`src/rtl/pe_array_pkg.sv`:
```
// Shared PE-array definitions: accumulator/output widths, requant FSM states,
// and the S15.16 -> S5.10 round-half-up saturating requantizer.
package pe_array_pkg;

  localparam int ACCUM_WIDTH = 32;
  localparam int OUT_WIDTH   = 16;
  localparam int FRAC_SHIFT  = 6;

  typedef enum logic [1:0] {
    ST_IDLE    = 2'd0,
    ST_COUNT   = 2'd1,
    ST_CAPTURE = 2'd2
  } rq_state_t;

  // Returns {saturated, value}; one guard bit keeps the rounding add from overflowing.
  function automatic logic [OUT_WIDTH:0] requant_sat(input logic [ACCUM_WIDTH-1:0] acc);
    logic signed [ACCUM_WIDTH:0] bias;
    logic signed [ACCUM_WIDTH:0] rounded;
    logic signed [ACCUM_WIDTH:0] shifted;
    logic signed [ACCUM_WIDTH:0] out_max;
    logic signed [ACCUM_WIDTH:0] out_min;
    logic [OUT_WIDTH-1:0]        value;
    logic                        sat;
    bias    = $signed((ACCUM_WIDTH+1)'(1) << (FRAC_SHIFT - 1));
    out_max = $signed(((ACCUM_WIDTH+1)'(1) << (OUT_WIDTH - 1)) - (ACCUM_WIDTH+1)'(1));
    out_min = ~out_max;
    rounded = $signed({acc[ACCUM_WIDTH-1], acc}) + bias;
    shifted = rounded >>> FRAC_SHIFT;
    sat     = 1'b0;
    value   = shifted[OUT_WIDTH-1:0];
    if (shifted > out_max) begin
      sat   = 1'b1;
      value = out_max[OUT_WIDTH-1:0];
    end else if (shifted < out_min) begin
      sat   = 1'b1;
      value = out_min[OUT_WIDTH-1:0];
    end
    return {sat, value};
  endfunction

endpackage

```
`src/rtl/sync_fifo.sv`:
```
// Generic synchronous FIFO; write-to-head visibility one cycle after push.
// A push at full is accepted only when paired with a pop; head reads 0 when empty.
module sync_fifo #(
  parameter int WIDTH = 16,
  parameter int DEPTH = 4
) (
  input  logic             clk,
  input  logic             rst,
  input  logic             push,
  input  logic [WIDTH-1:0] push_data,
  input  logic             pop,
  output logic             full,
  output logic             empty,
  output logic [WIDTH-1:0] head
);

  localparam int AW = (DEPTH > 1) ? $clog2(DEPTH) : 1;

  logic [WIDTH-1:0] mem [DEPTH];
  logic [AW-1:0]    wr_ptr;
  logic [AW-1:0]    rd_ptr;
  logic [AW:0]      count;
  logic             push_ok;
  logic             pop_ok;

  assign full    = (count == (AW+1)'(DEPTH));
  assign empty   = (count == '0);
  assign pop_ok  = pop && !empty;
  assign push_ok = push && (!full || pop_ok);
  assign head    = empty ? '0 : mem[rd_ptr];

  always_ff @(posedge clk or posedge rst) begin
    if (rst) begin
      wr_ptr <= '0;
      rd_ptr <= '0;
      count  <= '0;
    end else begin
      if (push_ok) wr_ptr <= wr_ptr + AW'(1);
      if (pop_ok)  rd_ptr <= rd_ptr + AW'(1);
      case ({push_ok, pop_ok})
        2'b10:   count <= count + (AW+1)'(1);
        2'b01:   count <= count - (AW+1)'(1);
        default: count <= count;
      endcase
    end
  end

  always_ff @(posedge clk) begin
    if (push_ok) mem[wr_ptr] <= push_data;
  end

endmodule

```
`src/rtl/pe_result_requant.sv`:
```
// Counts k_len PE results, captures the last accumulator, requantizes to S5.10 and queues it.
// Output valid one edge after capture; results arriving at a full, unpopped FIFO are dropped.
module pe_result_requant
  import pe_array_pkg::*;
#(
  parameter int ACCUM_WIDTH = pe_array_pkg::ACCUM_WIDTH,
  parameter int OUT_WIDTH   = pe_array_pkg::OUT_WIDTH,
  parameter int FRAC_SHIFT  = pe_array_pkg::FRAC_SHIFT,
  parameter int CNT_WIDTH   = 8,
  parameter int FIFO_DEPTH  = 4
) (
  input  logic                   clk,
  input  logic                   rst,
  input  logic                   start,
  input  logic [CNT_WIDTH-1:0]   k_len,
  input  logic [ACCUM_WIDTH-1:0] pe_accum_in,
  input  logic                   pe_result_valid_in,
  output logic                   busy,
  output logic [OUT_WIDTH-1:0]   out_data,
  output logic                   out_valid,
  input  logic                   out_ready,
  output logic                   sat_flag,
  output logic                   drop_err
);

  // The shared requant function is sized by the package constants.
  if (ACCUM_WIDTH != pe_array_pkg::ACCUM_WIDTH || OUT_WIDTH != pe_array_pkg::OUT_WIDTH ||
      FRAC_SHIFT != pe_array_pkg::FRAC_SHIFT) begin : g_width_check
    $error("pe_result_requant widths must match pe_array_pkg");
  end

  rq_state_t              state_q;
  rq_state_t              state_d;
  logic [CNT_WIDTH-1:0]   cnt_q;
  logic [CNT_WIDTH-1:0]   klen_q;
  logic [ACCUM_WIDTH-1:0] raw_q;
  logic                   accept_start;
  logic                   load_raw;
  logic                   push;
  logic                   pop;
  logic                   fifo_full;
  logic                   fifo_empty;
  logic [OUT_WIDTH:0]     rq;

  assign rq        = requant_sat(raw_q);
  assign busy      = (state_q != ST_IDLE);
  assign out_valid = !fifo_empty;
  assign pop       = out_valid && out_ready;

  always_comb begin
    state_d      = state_q;
    accept_start = 1'b0;
    load_raw     = 1'b0;
    push         = 1'b0;
    unique case (state_q)
      ST_IDLE: begin
        if (start && (k_len != '0)) begin
          accept_start = 1'b1;
          state_d      = ST_COUNT;
        end
      end
      ST_COUNT: begin
        if (pe_result_valid_in && (cnt_q == klen_q - CNT_WIDTH'(1))) begin
          load_raw = 1'b1;
          state_d  = ST_CAPTURE;
        end
      end
      ST_CAPTURE: begin
        push    = 1'b1;
        state_d = ST_IDLE;
      end
      default: state_d = ST_IDLE;
    endcase
  end

  always_ff @(posedge clk or posedge rst) begin
    if (rst) begin
      state_q  <= ST_IDLE;
      cnt_q    <= '0;
      klen_q   <= '0;
      raw_q    <= '0;
      sat_flag <= 1'b0;
      drop_err <= 1'b0;
    end else begin
      state_q <= state_d;
      if (accept_start) begin
        klen_q <= k_len;
        cnt_q  <= '0;
      end else if (state_q == ST_COUNT && pe_result_valid_in) begin
        cnt_q <= cnt_q + CNT_WIDTH'(1);
      end
      if (load_raw) raw_q <= pe_accum_in;
      // Saturation is flagged even if the result is later dropped.
      if (push && rq[OUT_WIDTH]) sat_flag <= 1'b1;
      if (push && fifo_full && !pop) drop_err <= 1'b1;
    end
  end

  sync_fifo #(
    .WIDTH (OUT_WIDTH),
    .DEPTH (FIFO_DEPTH)
  ) u_out_fifo (
    .clk       (clk),
    .rst       (rst),
    .push      (push),
    .push_data (rq[OUT_WIDTH-1:0]),
    .pop       (pop),
    .full      (fifo_full),
    .empty     (fifo_empty),
    .head      (out_data)
  );

endmodule
```
`config.mk`:
```
export PLATFORM = sky130hd
export DESIGN_NAME = pe_result_requant
export DESIGN_NICKNAME = d
export VERILOG_FILES = /design/src/rtl/pe_array_pkg.sv /design/src/rtl/sync_fifo.sv /design/src/rtl/pe_result_requant.sv
export SDC_FILE = /design/constraint.sdc
export NUM_CORES = 1
export LEC_CHECK = 0
export BUFFER_PORTS_ARGS = -buffer_cell sky130_fd_sc_hd__buf_2
export CORE_ASPECT_RATIO = 1.75
export CORE_UTILIZATION = 45
export DETAILED_ROUTE_END_ITERATION = 6
export GPL_ROUTABILITY_DRIVEN = 0
export GPL_TIMING_DRIVEN = 0
export PLACE_DENSITY_LB_ADDON = 0.1
export RECOVER_POWER = 50
export SLEW_MARGIN = 20
export SYNTH_ARGS = -nofsm -noshare
export SYNTH_HDL_FRONTEND = slang
export SYNTH_HIERARCHICAL = 1
export SYNTH_SLANG_ARGS = --single-unit
```
`constraint.sdc`:
```
create_clock -name clk -period 2.8 [get_ports clk]
set_input_delay 0.14 -clock clk [delete_from_list [all_inputs] [get_ports clk]]
set_output_delay 0.14 -clock clk [all_outputs]
set_load 0.1 [all_outputs]
```
# Yosys cells after proc, flatten, opt, wreduce, memory -nomap -nowiden
# Memory sizes are Yosys's and may differ from the RTL's.
# Index checks and enable logic that the tools add are counted.
[word_totals]
wordCells = 65
register_bits = 59
mem_count = 1
input_bits = 45
out_inout_bits = 20
ramBits = 64
[mem_list]
columns = ["memory", "words", "width", "rd", "rd_ports_with_merged_regs", "wr", "line_no", "text"]
rows = [
  ["u_out_fifo.mem", 4, 16, 1, 0, 1, "sync_fifo.sv:19", "logic [WIDTH-1:0] mem [DEPTH];"],
]
[op_classes]
muxes = 18
reduce_logical = 20
magnitude_cmp = 2
n_eq_ne = 8
n_addsub = 7
[op_table]
columns = ["op", "count"]
rows = [
  ["$mux W16", 3],
  ["$add A32 B7 Y33 const B", 1],
  ["$gt A27 B16 Y1 const B", 1],
  ["$lt A27 B16 Y1 const B", 1],
  ["$mux W8", 2],
  ["$logic_and A1 B1 Y1", 9],
  ["$mux W1", 9],
  ["$add A8 B1 Y8 const B", 1],
  ["$eq A8 B8 Y1", 1],
  ["$reduce_bool A8 Y1", 1],
  ["$sub A8 B1 Y8 const B", 1],
  ["$pmux W3 S2", 1],
  ["$reduce_bool A2 Y1", 3],
  ["$add A2 B1 Y2 const B", 2],
  ["$eq A2 B1 Y1 const B", 2],
  ["$eq A2 B2 Y1 const B", 2],
  ["$mux W2", 2],
  ["$ne A2 B2 Y1 const B", 2],
  ["$pmux W2 S2", 1],
  ["$add A3 B1 Y3 const B", 1],
  ["$eq A3 B3 Y1 const B", 1],
  ["$logic_not A1 Y1", 3],
  ["$logic_not A3 Y1", 1],
  ["$sub A3 B1 Y3 const B", 1],
  ["other kinds (3)", 3],
]

# Depth between registers and ports, before layout
# Gate-level depths: netlist of the first run.
[depth]
depth_word = 8
ltp_mapped = 11
depth_no_buf = 10

# Modules after synthesis
# The synthesis of the first run kept the hierarchy.
[modules_own_cells]
columns = ["mod", "cells_each", "area_each_um2", "n_inst", "seq_area_each_um2"]
rows = [
  ["pe_result_requant", 299, 2909.0, 1, 1176.1],
  ["sync_fifo", 141, 2857.7, 1, 2097.0],
]

# Least setup slack after synthesis of the first run
# Ideal clock, no wire load.
[synth_timing]
path_kind = "flip-flop to flip-flop"
startpoint = "register raw_q[9]"
endpoint = "memory u_out_fifo.mem[0][5], data pin"
t_required_ns = 2.504
t_arrival_ns = 2.515
slack_ns = -0.011
path_stages_with_launch = 11
path_buffers = 3
setup_ns = 0.296
period_less_slack_ns = 2.811
path_cell_list = "dfrtp_1 -> buf_4 -> nand4_4 -> or4_1 -> buf_2 -> or4_4 -> a211oi_2 -> o2111ai_2 -> nand2_1 -> clkbuf_2 -> o21ai_0"
[synth_between]
elab_chain_cells = 4
word_cells_on_any_way = 5
classes_between = "1 x add/sub; 2 x order compare; 2 x mux"
[synth_rtl]
columns = ["element", "line_no", "text"]
rows = [
  ["start, declared", "pe_result_requant.sv:36", "logic [ACCUM_WIDTH-1:0] raw_q;"],
  ["start signal, assigned", "pe_result_requant.sv:92", "if (load_raw) raw_q <= pe_accum_in;"],
  ["$add A32 B7 Y33 *", "pe_array_pkg.sv:27", "rounded = $signed({acc[ACCUM_WIDTH-1], acc}) + bias;"],
  ["$lt A27 B16 Y1", "pe_array_pkg.sv:34", "end else if (shifted < out_min) begin"],
  ["$mux W16", "pe_array_pkg.sv:34", ""],
  ["$mux W16 *", "pe_array_pkg.sv:31", "if (shifted > out_max) begin"],
  ["via rq[5]", "pe_result_requant.sv:43", "logic [OUT_WIDTH:0] rq;"],
  ["end, declared", "sync_fifo.sv:19", ""],
]
# Mark *: on every way through the listed nets, which the timed path passes. The rest lies on a longest branch.

# Final worst setup path of the first run
[layout_timing]
startpoint = "register raw_q[9]"
endpoint = "memory u_out_fifo.mem[1][13], data pin"
# The elaborated chain is that of the path after synthesis.

==> metrics.txt, run 1 <==
clock net sink count 118; Initial DRC Count 264; final worst setup slack -0.08280 ns; Syn Area/Cell about 13 um2; sequential element share of the synthesized area 56.76%; Synth Flop Type edfxtp_1; Num CTS Buffers 17; Worst Path Buf+Inv 2; PortBufs about 60; global-route wire length before repair between 15 and 20 mm; EDFF count, synth 64; number of global-route vias before repair a little over 4000; Fin Setup TNS -3.015 ns; actual slew at the worst max-slew pin 1.501 ns; share of cells above drive strength 1 36.48%; #FFs+latches synth between 100 and 150; max-cap violations 1; dpl hpwl between 8 and 9 mm; synthesized area 5767 um2; Area Overhead vs Synth 36.10%; root buf cell clkbuf_16; max incr delay on CP slightly below 0.6 ns; Starting Density 46.14%; WP data required around 3.0 ns; FF-to-FF End u_out_fifo/mem[1][13]$_DFFE_PP_; CP dominant cell by count or4_4; violated checks max-capacitance violations, max-slew violations, negative setup slack; CP Class register to register; Total GRT Usage between 20% and 30%; Pre-Repair DR Iteration Count 4; worst hold path class input pin to asynchronous set/reset pin; Final Cycle Share 103.0%; top post-synthesis cells by area edfxtp_1, dfrtp_1, mux2_2, mux4_2, xnor2_1; pin count of the biggest net entering global routing 34; drt total wl roughly 13 mm; post-synth top area share approximately a third; Post-route DRC 0; dpl cell area 6292 um2; Die ar. 13290 um2; clk_skew 0.008303 ns; async set-reset flop share out of synthesis around 46%; Final Max Slew Viols 33; CTS H-tree lvls 4; Max transition margin -0.03824%; FF-to-FF Start raw_q[9]$_DFFE_PP0P_; clock latency on the worst-skew pair 0.41 ns; Via Count between 4000 and 5000; Final nets ~640; Yosys Warn Count 6; RSZ-0062 raised after global routing true; antenna-violating nets left 0; CTS tree yes; FF-to-FF path depth 9; run status finished, violations left; Worst path slowest cell or4_4; Vias/cell between 5 and 6; Synth cell types 55; crit path DAT around 3 ns; Sequential Area 3281 um2; critical path depth in cells 9; Post-Place Worst Slack -0.7739 ns; CP delay by family, top simple AND/OR/NAND/NOR gates; Design Area, Final roughly 7800 um2; syn nets between 400 and 500; Final Hold Viols 0; f_max between 300 and 400 MHz; count leader, synth edfxtp_1; I/O pin cnt 65; crit end category register; Multi-input gate area between 2000 and 3000 um2; clock slew at reported path FFs approximately 0.050 ns; final period demand of the worst path 2.883 ns; die height between 150 and 200 um; CP cell instances buf_6, nand4_4, or4_4, or4_4, a211oi_4, o2111ai_4, nand2_4, clkbuf_16, o21ai_4; Fillers 980; post-synthesis cell type with the largest combined area edfxtp_1; Die Wd between 80 and 90 um; Final Setup Violations 52; total gr overflow 0; synth cell count leaders edfxtp_1, dfrtp_1, mux2_2, nor2_1, o21ai_0; number of diodes 0; Core ar. ~12000 um2; Mapped Cells 440; initial antenna violation count 0; CP Launch Type register; R2R setup slack -0.08 ns; critical-path maximum fanout 6; clock buffer depth 2; DR WL/cell 16.61 um; Rows between 50 and 60
-- final cells by class --
| class | instances | share of cell area [%] |
|---|---|---|
| clock inverter | 14 | 2.025 |
| inverter | 19 | 0.9087 |
| tap | 168 | 2.678 |
| clock buffer | 18 | 5.468 |
| multi-input combinational | 284 | 33.19 |
| sequential | 118 | 41.80 |
| buffer | 16 | 1.690 |
| timing repair buffer | 134 | 12.24 |
-- cell families after synthesis --
group | count (synthesis) | share of synthesized area (%)
and+or+nand+nor | 134 | 13.32
muxes | 52 | 13.28
DFF | 118 | 56.76
xor gates and xnor gates | 42 | 6.379
buffers and inverters | 38 | 2.951
adders and majority gates | 9 | 2.083
AOI/OAI and AO/OA | 47 | 5.229
-- placed cells by master (no fill, tap or decap), types with 3 or more instances in the layout --
cell type	instances
a21oi_1	7
and2_1	4
and3_1	5
and4_1	3
buf_2	42
buf_4	38
buf_6	3
bufinv_16	3
clkbuf_1	15
clkbuf_16	19
clkbuf_2	10
clkinv_1	3
clkinvlp_4	4
dfrtp_1	48
dfrtp_2	6
dlygate4sd3_1	36
edfxtp_1	64
ha_1	8
inv_1	19
mux2_2	32
mux2i_1	3
mux4_2	16
nand2_1	15
nand2b_1	3
nand3_1	16
nand4_1	12
nor2_1	21
nor2b_1	22
nor3_1	5
nor4_1	3
nor4_4	3
o21ai_0	6
o21ai_1	3
o21ai_4	13
or4_4	4
xnor2_1	22
xor2_1	20
-- how the worst max path moves through the flow --
stage | from | endpoint
final | raw_q[9]$_DFFE_PP0P_ | u_out_fifo/mem[1][13]$_DFFE_PP_
after global routing | raw_q[9]$_DFFE_PP0P_ | u_out_fifo/mem[1][13]$_DFFE_PP_
after CTS | raw_q[8]$_DFFE_PP0P_ | u_out_fifo/mem[1][13]$_DFFE_PP_
after detailed placement | raw_q[5]$_DFFE_PP0P_ | u_out_fifo/mem[0][10]$_DFFE_PP_
after global placement | raw_q[5]$_DFFE_PP0P_ | u_out_fifo/mem[0][10]$_DFFE_PP_
after floorplan | raw_q[9]$_DFFE_PP0P_ | u_out_fifo/mem[0][10]$_DFFE_PP_
-- worst reg2reg max path: cells and delay by family (launching register included) --
kind | cells | cell delay [ns]
simple gates | 4 | 1.40
buf+inv | 2 | 0.32
flops | 1 | 0.35
compound gates | 3 | 0.54
-- what timing repair did --
| item | 4_1_cts | 5_1_grt |
|---|---|---|
| endpoints found under the hold margin | 56 | 0 |
| pin swaps | 7 | 11 |
| gates cloned | 1 | 0 |
| setup buffers | 28 | 9 |
| endpoints found under the setup margin | 81 | 81 |
| resized for setup | 65 | 27 |
| hold buffers | 36 | 0 |
-- layer usage --
metal,part of all wire (%),GRT usage [%],vias to the layer above
met3,3.0,4.821,31
met4,3.2,10.25,0
li1,-,-,1928
met5,0,0,-
met2,57,38.16,103
met1,37,20.83,2040
-- registers in the layout, summed over array words and instances (netlist names) --
name / count
cnt_q: 8
drop_err: 1
klen_q: 8
raw_q: 27
sat_flag: 1
state_q: 2
u_out_fifo/count: 3
u_out_fifo/mem: 64
u_out_fifo/rd_ptr: 2
u_out_fifo/wr_ptr: 2
-- per-stage QoR --
stage	hold WS (ns)	utilization, %	instances
after floorplan	-0.05660	-	440
after global placement	0.09406	50.18	667
after detailed placement	0.1113	50.34	668
after CTS	0.2155	61.53	764
after global routing	0.2486	62.79	771
final	0.2137	62.79	771
Power of run 1 is left out: the tool's default activity adds up to more than one toggle a clock period on the data nets, which glitch-free logic cannot reach.
==> run 2: changes to the inputs <==
--- a/config.mk
+++ b/config.mk
@@ -8,11 +8,13 @@
 export BUFFER_PORTS_ARGS = -buffer_cell sky130_fd_sc_hd__buf_2
 export CORE_ASPECT_RATIO = 1.75
 export CORE_UTILIZATION = 45
+export CTS_CLUSTER_SIZE = 30
 export DETAILED_ROUTE_END_ITERATION = 6
 export GPL_ROUTABILITY_DRIVEN = 0
 export GPL_TIMING_DRIVEN = 0
 export PLACE_DENSITY_LB_ADDON = 0.1
 export RECOVER_POWER = 50
+export REMOVE_ABC_BUFFERS = 1
 export SLEW_MARGIN = 20
 export SYNTH_ARGS = -nofsm -noshare
 export SYNTH_HDL_FRONTEND = slang
==> constraint.sdc (replaced) <==
create_clock -name clk -period 3.2 [get_ports clk]
set_input_delay 0.16 -clock clk [delete_from_list [all_inputs] [get_ports clk]]
set_output_delay 0.16 -clock clk [all_outputs]
set_load 0.1 [all_outputs]
==> run 2 against run 1 <==
  * The flow finishes with violations (max-capacitance violations, max-slew violations)
  * Non-clock buffer count decreased by 55
  * Sequential share of layout area increased by 3.8 points
  * Fmax shrank 5.9%
  * Register-to-register slack improved by 0.22 ns
  * First-iteration DRC count decreased by 26%
  * Flip-flop and latch count unchanged
  * Largest cell class unchanged
  * Highest routed layer unchanged
==> metrics.txt, run 2 (synthesis gave the netlist of run 1 again) <==
Worst path slowest cell or4_2; PortBufs 59 (unchanged); Final Cycle Share 95.72% (-7.2 points); antenna-violating nets left 0 (unchanged); I/O pin cnt 65 (unchanged); initial antenna violation count 0 (unchanged); DR WL/cell 15.59 um (-6.1%); wl on met1 4.439 mm (-6.3%); Largest regs u_out_fifo/mem (64), raw_q (27); Die Wd 87.58 um (unchanged); dpl hpwl 7.870 mm (-5.1%); global-route wire length before repair 18.55 mm (-6.9%); f_max 326.5 MHz (-5.9%); max incr delay on CP 0.71 ns (+0.12 ns); wire length on met3 228 um (-41%); Final Hold Viols 0 (unchanged); commonest cells after routing, fill and taps aside edfxtp_1, dfrtp_1, buf_2; worst hold path class input pin to register; CP cell instances ha_1, nand3_1, or4_2, nor3b_1, a31oi_1, o21ai_1, a31oi_4, o21ai_1; Core ar. 12500 um2 (unchanged); drt total wl 11.16 mm (-13%); Final Max Slew Viols 35 (+6.1%); Worst Path Buf+Inv 0 (-2); clk_skew 0.01069 ns (+0.002387 ns); CTS tree yes; max-cap violations 1 (unchanged); critical-path maximum fanout 16 (+10); Finished Layout Cells 716 (-7.1%); Num CTS Buffers 17 (unchanged); violated checks max-capacitance violations, max-slew violations; Initial DRC Count 195 (-26%); commonest non-fill, non-tap cell in the layout edfxtp_1; CP Class register to register; most flop-heavy register u_out_fifo/mem; Starting Density 46.14% (unchanged); dpl cell area 6243 um2 (-0.78%); Design Area, Final 7172 um2 (-8.6%); share of cells above drive strength 1 28.28% (-8.2 points); Final Setup Violations 0 (-100%); Vias/cell 5.243 (-1.5%); CP delay by family, top simple AND/OR/NAND/NOR gates; Max transition margin -24.75% (-25 points); Max Used Layer met4; number of global-route vias before repair 3806 (-8.2%); clock slew at reported path FFs 0.06 ns (about the same); CP dominant cell by count o21ai_1; RSZ-0062 raised after global routing true; Total GRT Usage 18.71% (-1.8 points); clock buffer depth 2 (unchanged); met2 wire length 6.359 mm (-13%); Post-route DRC 0 (unchanged); Rows 54 (unchanged); Fillers 1047 (+6.8%); Final nets 589 (-8.5%); actual slew at the worst max-slew pin 1.871 ns (+0.3706 ns); Die ar. 13290 um2 (unchanged); Fin Setup TNS 0 ns (+3.015 ns); crit end category register; pin count of the biggest net entering global routing 35 (+2.9%); WP data required 3.40 ns (+0.45 ns); root buf cell clkbuf_16; CTS H-tree lvls 4 (unchanged); crit path DAT 3.26 ns (+0.23 ns); run status finished, violations left; Area Overhead vs Synth 24.37%; die height 151.8 um (unchanged); CP Launch Type register; Cells after DPL 651 (-2.5%); clock net sink count 118 (unchanged); total gr overflow 0 (unchanged); number of diodes 0 (unchanged); final period demand of the worst path 3.063 ns (+0.1804 ns); max reg flops 64 (unchanged); clock latency on the worst-skew pair 0.41 ns (about the same); Via Count 3754 (-8.5%); Pre-Repair DR Iteration Count 4 (unchanged)
-- run 2: cell types whose count changed in the layout (fill, tap and decap cells not counted), moves of 6 or more --
cell / previous run / this run
o21ai_1: 3 / 12
o21ai_4: 13 / 0
buf_4: 38 / 1
dfrtp_1: 48 / 54
clkbuf_1: 15 / 7
clkbuf_2: 10 / 16
dfrtp_2: 6 / 0
-- run 2: area by class of cell --
cell class                      count  area, um2  area share [%]
Inverter                           19      71.32          0.9944
Clock buffer                       17      425.4           5.932
Clock inverter                     15      178.9           2.495
Sequential cell                   118       3273           45.64
Timing Repair Buffer               95      629.4           8.775
Multi-Input combinational cell    284       2384           33.23
Tap cell                          168      210.2           2.931
-- run 2: stage by stage --
| stage | hold WS [ns] | util [%] | setup slack, ns |
|---|---|---|---|
| global placement | 0.1097 | 49.39 | -0.7386 |
| global route | 0.003899 | 57.38 | -0.006287 |
| floorplan | -0.03660 | - | 0.07613 |
| detailed placement | 0.1256 | 49.95 | -0.6170 |
| CTS | 0.001553 | 57.66 | -0.02849 |
| finish | 0.01013 | 57.38 | 0.1368 |
-- run 2: path summary, 6_finish.rpt --
path,start,endpoint,slack [ns],cells past startpoint
max in group asynchronous,rst,raw_q[9]$_DFFE_PP0P_,0.74,4
min reg2reg,drop_err$_DFFE_PP0P_,drop_err$_DFFE_PP0P_,0.46,1
max reg2reg,raw_q[5]$_DFFE_PP0P_,u_out_fifo/mem[3][12]$_DFFE_PP_,0.14,8
max,raw_q[5]$_DFFE_PP0P_,u_out_fifo/mem[3][12]$_DFFE_PP_,0.14,8
min,pe_accum_in[17],raw_q[17]$_DFFE_PP0P_,0.01,2
min in group asynchronous,rst,u_out_fifo/wr_ptr[0]$_DFFE_PP0P_,0.22,3
-- run 2: metal layers --
metal | track usage (%) | up-vias
met1 | 20.83 | 1866
met5 | 0 | -
met2 | 34.96 | 64
met4 | 6.639 | 0
met3 | 3.413 | 11
li1 | - | 1813
-- run 2: repair_timing --
| action | 4_1_cts | 5_1_grt |
|---|---|---|
| pin swaps | 0 | 3 |
| setup buffers | 0 | 1 |
| hold buffers | 32 | 0 |
| gates resized for setup | 14 | 14 |
| gates cloned | 0 | 0 |
| endpoints found under the setup margin | 61 | 61 |
| endpoints found under the hold margin | 51 | 0 |
Power of run 2 is left out for the same reason.
==> run 3: changes to the inputs <==
--- a/config.mk
+++ b/config.mk
@@ -8,6 +8,7 @@
 export BUFFER_PORTS_ARGS = -buffer_cell sky130_fd_sc_hd__buf_2
 export CORE_ASPECT_RATIO = 1.75
 export CORE_UTILIZATION = 45
+export CTS_BUF_LIST = sky130_fd_sc_hd__clkbuf_4 sky130_fd_sc_hd__clkbuf_8
 export CTS_CLUSTER_SIZE = 30
 export DETAILED_ROUTE_END_ITERATION = 6
 export GPL_ROUTABILITY_DRIVEN = 0
==> run 3 against run 2 <==
  * The flow still finishes with violations (max-capacitance violations, max-slew violations)
  * Sequential share of layout area grew 0.63 points
  * Non-clock buffer count grew 5
  * Wire length grew 1.0%
  * Clock skew grew 0.0028 ns
  * Critical path depth grew 1
  * Critical endpoint is now u_out_fifo/mem[3][11]$_DFFE_PP_
  * Via count grew 0.96%
  * Register-to-register slack is essentially flat
  * Fmax shrank 0.30%
==> metrics.txt, run 3 (synthesis gave the netlist of run 1 again) <==
crit path DAT 3.32 ns (+0.06 ns); global-route wire length before repair 18.60 mm (+0.26%); clock buffer depth 2 (unchanged); hold_sp start; CP Launch Type register; die height 151.8 um (unchanged); WP data required 3.44 ns (+0.04 ns); Max transition margin -25.43% (-0.68 points); Final Hold Viols 0 (unchanged); Area Overhead vs Synth 22.67%; Via Count 3790 (+0.96%); crit end category register; Multi-input gate area 2417 um2 (+1.4%); worst hold path class input pin to register; clock latency on the worst-skew pair 0.43 ns (+0.02 ns); pin count of the biggest net entering global routing 35 (unchanged); most flop-heavy register u_out_fifo/mem; number of global-route vias before repair 3824 (+0.47%); dpl cell area 6243 um2 (unchanged); Cells after DPL 651 (unchanged); Initial DRC Count 214 (+9.7%); Total GRT Usage 18.80% (+0.095 points); Fin Setup TNS 0 ns (unchanged); DR WL/cell 15.64 um (+0.34%); f_max 325.5 MHz (-0.30%); antenna-violating nets left 0 (unchanged); Worst path slowest cell or4_2; root buf cell clkbuf_8; Post-route DRC 0 (unchanged); share of cells above drive strength 1 30.02% (+1.7 points); run status finished, violations left; Final Setup Violations 0 (unchanged); number of diodes 0 (unchanged); dpl hpwl 7.870 mm (unchanged); Sequential Area 3273 um2 (unchanged); Critical path origin raw_q[6]$_DFFE_PP0P_; drt total wl 11.28 mm (+1.0%); max-cap violations 1 (unchanged); total gr overflow 0 (unchanged); Vias/cell 5.257 (+0.26%); violated checks max-capacitance violations, max-slew violations; Core ar. 12500 um2 (unchanged); initial antenna violation count 0 (unchanged); Rows 54 (unchanged); Largest regs u_out_fifo/mem (64), raw_q (27); clock slew at reported path FFs 0.07 ns (about the same); commonest non-fill, non-tap cell in the layout edfxtp_1; Post-Place Worst Slack -0.6170 ns (unchanged); Die Wd 87.58 um (unchanged); CP Class register to register; Die ar. 13290 um2 (unchanged); actual slew at the worst max-slew pin 1.881 ns (+0.01023 ns); Finished Layout Cells 721 (+0.70%); clk_skew 0.01350 ns (+0.002814 ns); max incr delay on CP 0.72 ns (about the same); final worst setup slack 0.1276 ns (-0.009246 ns); CTS H-tree lvls 4 (unchanged); commonest cells after routing, fill and taps aside edfxtp_1, dfrtp_1, buf_2; CTS tree yes; final period demand of the worst path 3.072 ns (+0.009246 ns); clock net sink count 118 (unchanged); Pre-Repair DR Iteration Count 4 (unchanged); max reg flops 64 (unchanged); Final Max Slew Viols 35 (unchanged); Final Cycle Share 96.01% (+0.29 points); Num CTS Buffers 17 (unchanged); Starting Density 46.14% (unchanged); Design Area, Final 7074 um2 (-1.4%); FF-to-FF Start raw_q[6]$_DFFE_PP0P_; critical-path maximum fanout 16 (unchanged); Final nets 594 (+0.85%); I/O pin cnt 65 (unchanged); Fillers 1053 (+0.57%); PortBufs 59 (unchanged); CP cell instances ha_1, nand3_1, or4_2, nor3b_1, a31oi_1, o21ai_0, a31oi_4, buf_12, o21ai_2
## run 3: worst paths after layout
| check | endpoint | slack, ns | depth (start not counted) |
|---|---|---|---|
| setup / recovery | u_out_fifo/mem[3][11]$_DFFE_PP_ | 0.13 | 9 |
| setup reg to reg | u_out_fifo/mem[3][11]$_DFFE_PP_ | 0.13 | 9 |
| max in group asynchronous | raw_q[9]$_DFFE_PP0P_ | 0.75 | 4 |
| hold / removal | cnt_q[6]$_DFFE_PP0P_ | 0.17 | 4 |
| min in group asynchronous | u_out_fifo/rd_ptr[0]$_DFFE_PP0P_ | 0.20 | 3 |
| hold reg to reg | drop_err$_DFFE_PP0P_ | 0.48 | 1 |
## run 3: cell type report
| class | count | share of cell area (%) |
|---|---|---|
| Multi-Input combinational cell | 284 | 34.17 |
| Clock buffer | 17 | 3.307 |
| Timing Repair Buffer | 100 | 9.745 |
| Clock inverter | 15 | 2.529 |
| Tap cell | 168 | 2.971 |
| Sequential cell | 118 | 46.27 |
| Inverter | 19 | 1.008 |
## run 3: worst max-delay path, delay by kind of cell (launching register included)
| family | cells | cell delay (ns) |
|---|---|---|
| compound gates | 4 | 0.76 |
| simple gates | 3 | 1.27 |
| flops | 1 | 0.42 |
| buf+inv | 1 | 0.20 |
| fa+ha+maj | 1 | 0.23 |
## run 3: routing by layer
layer  GRT usage, %  vias to the layer above  share of wire [%]
met2          35.12                       78                 58
met4          7.377                        0                1.2
met5              0                        -                  0
met3          3.413                        8                2.3
li1               -                     1817                  -
met1          20.66                     1887                 39
## run 3: timing repair
action	CTS	global route
buffers inserted	0	2
gates resized for setup	7	30
pin swaps	0	2
hold buffers	36	0
endpoints found under the setup margin	61	60
endpoints found under the hold margin	55	0
cloned	0	0
## run 3: per-stage QoR
step / util (%) / hold slack, ns
after floorplan: - / -0.03660
after global placement: 49.39 / 0.1097
after detailed placement: 49.95 / 0.1256
after CTS: 56.35 / 0.1033
after global routing: 56.60 / 0.2107
final: 56.60 / 0.1716
Power of run 3 is left out for the same reason.
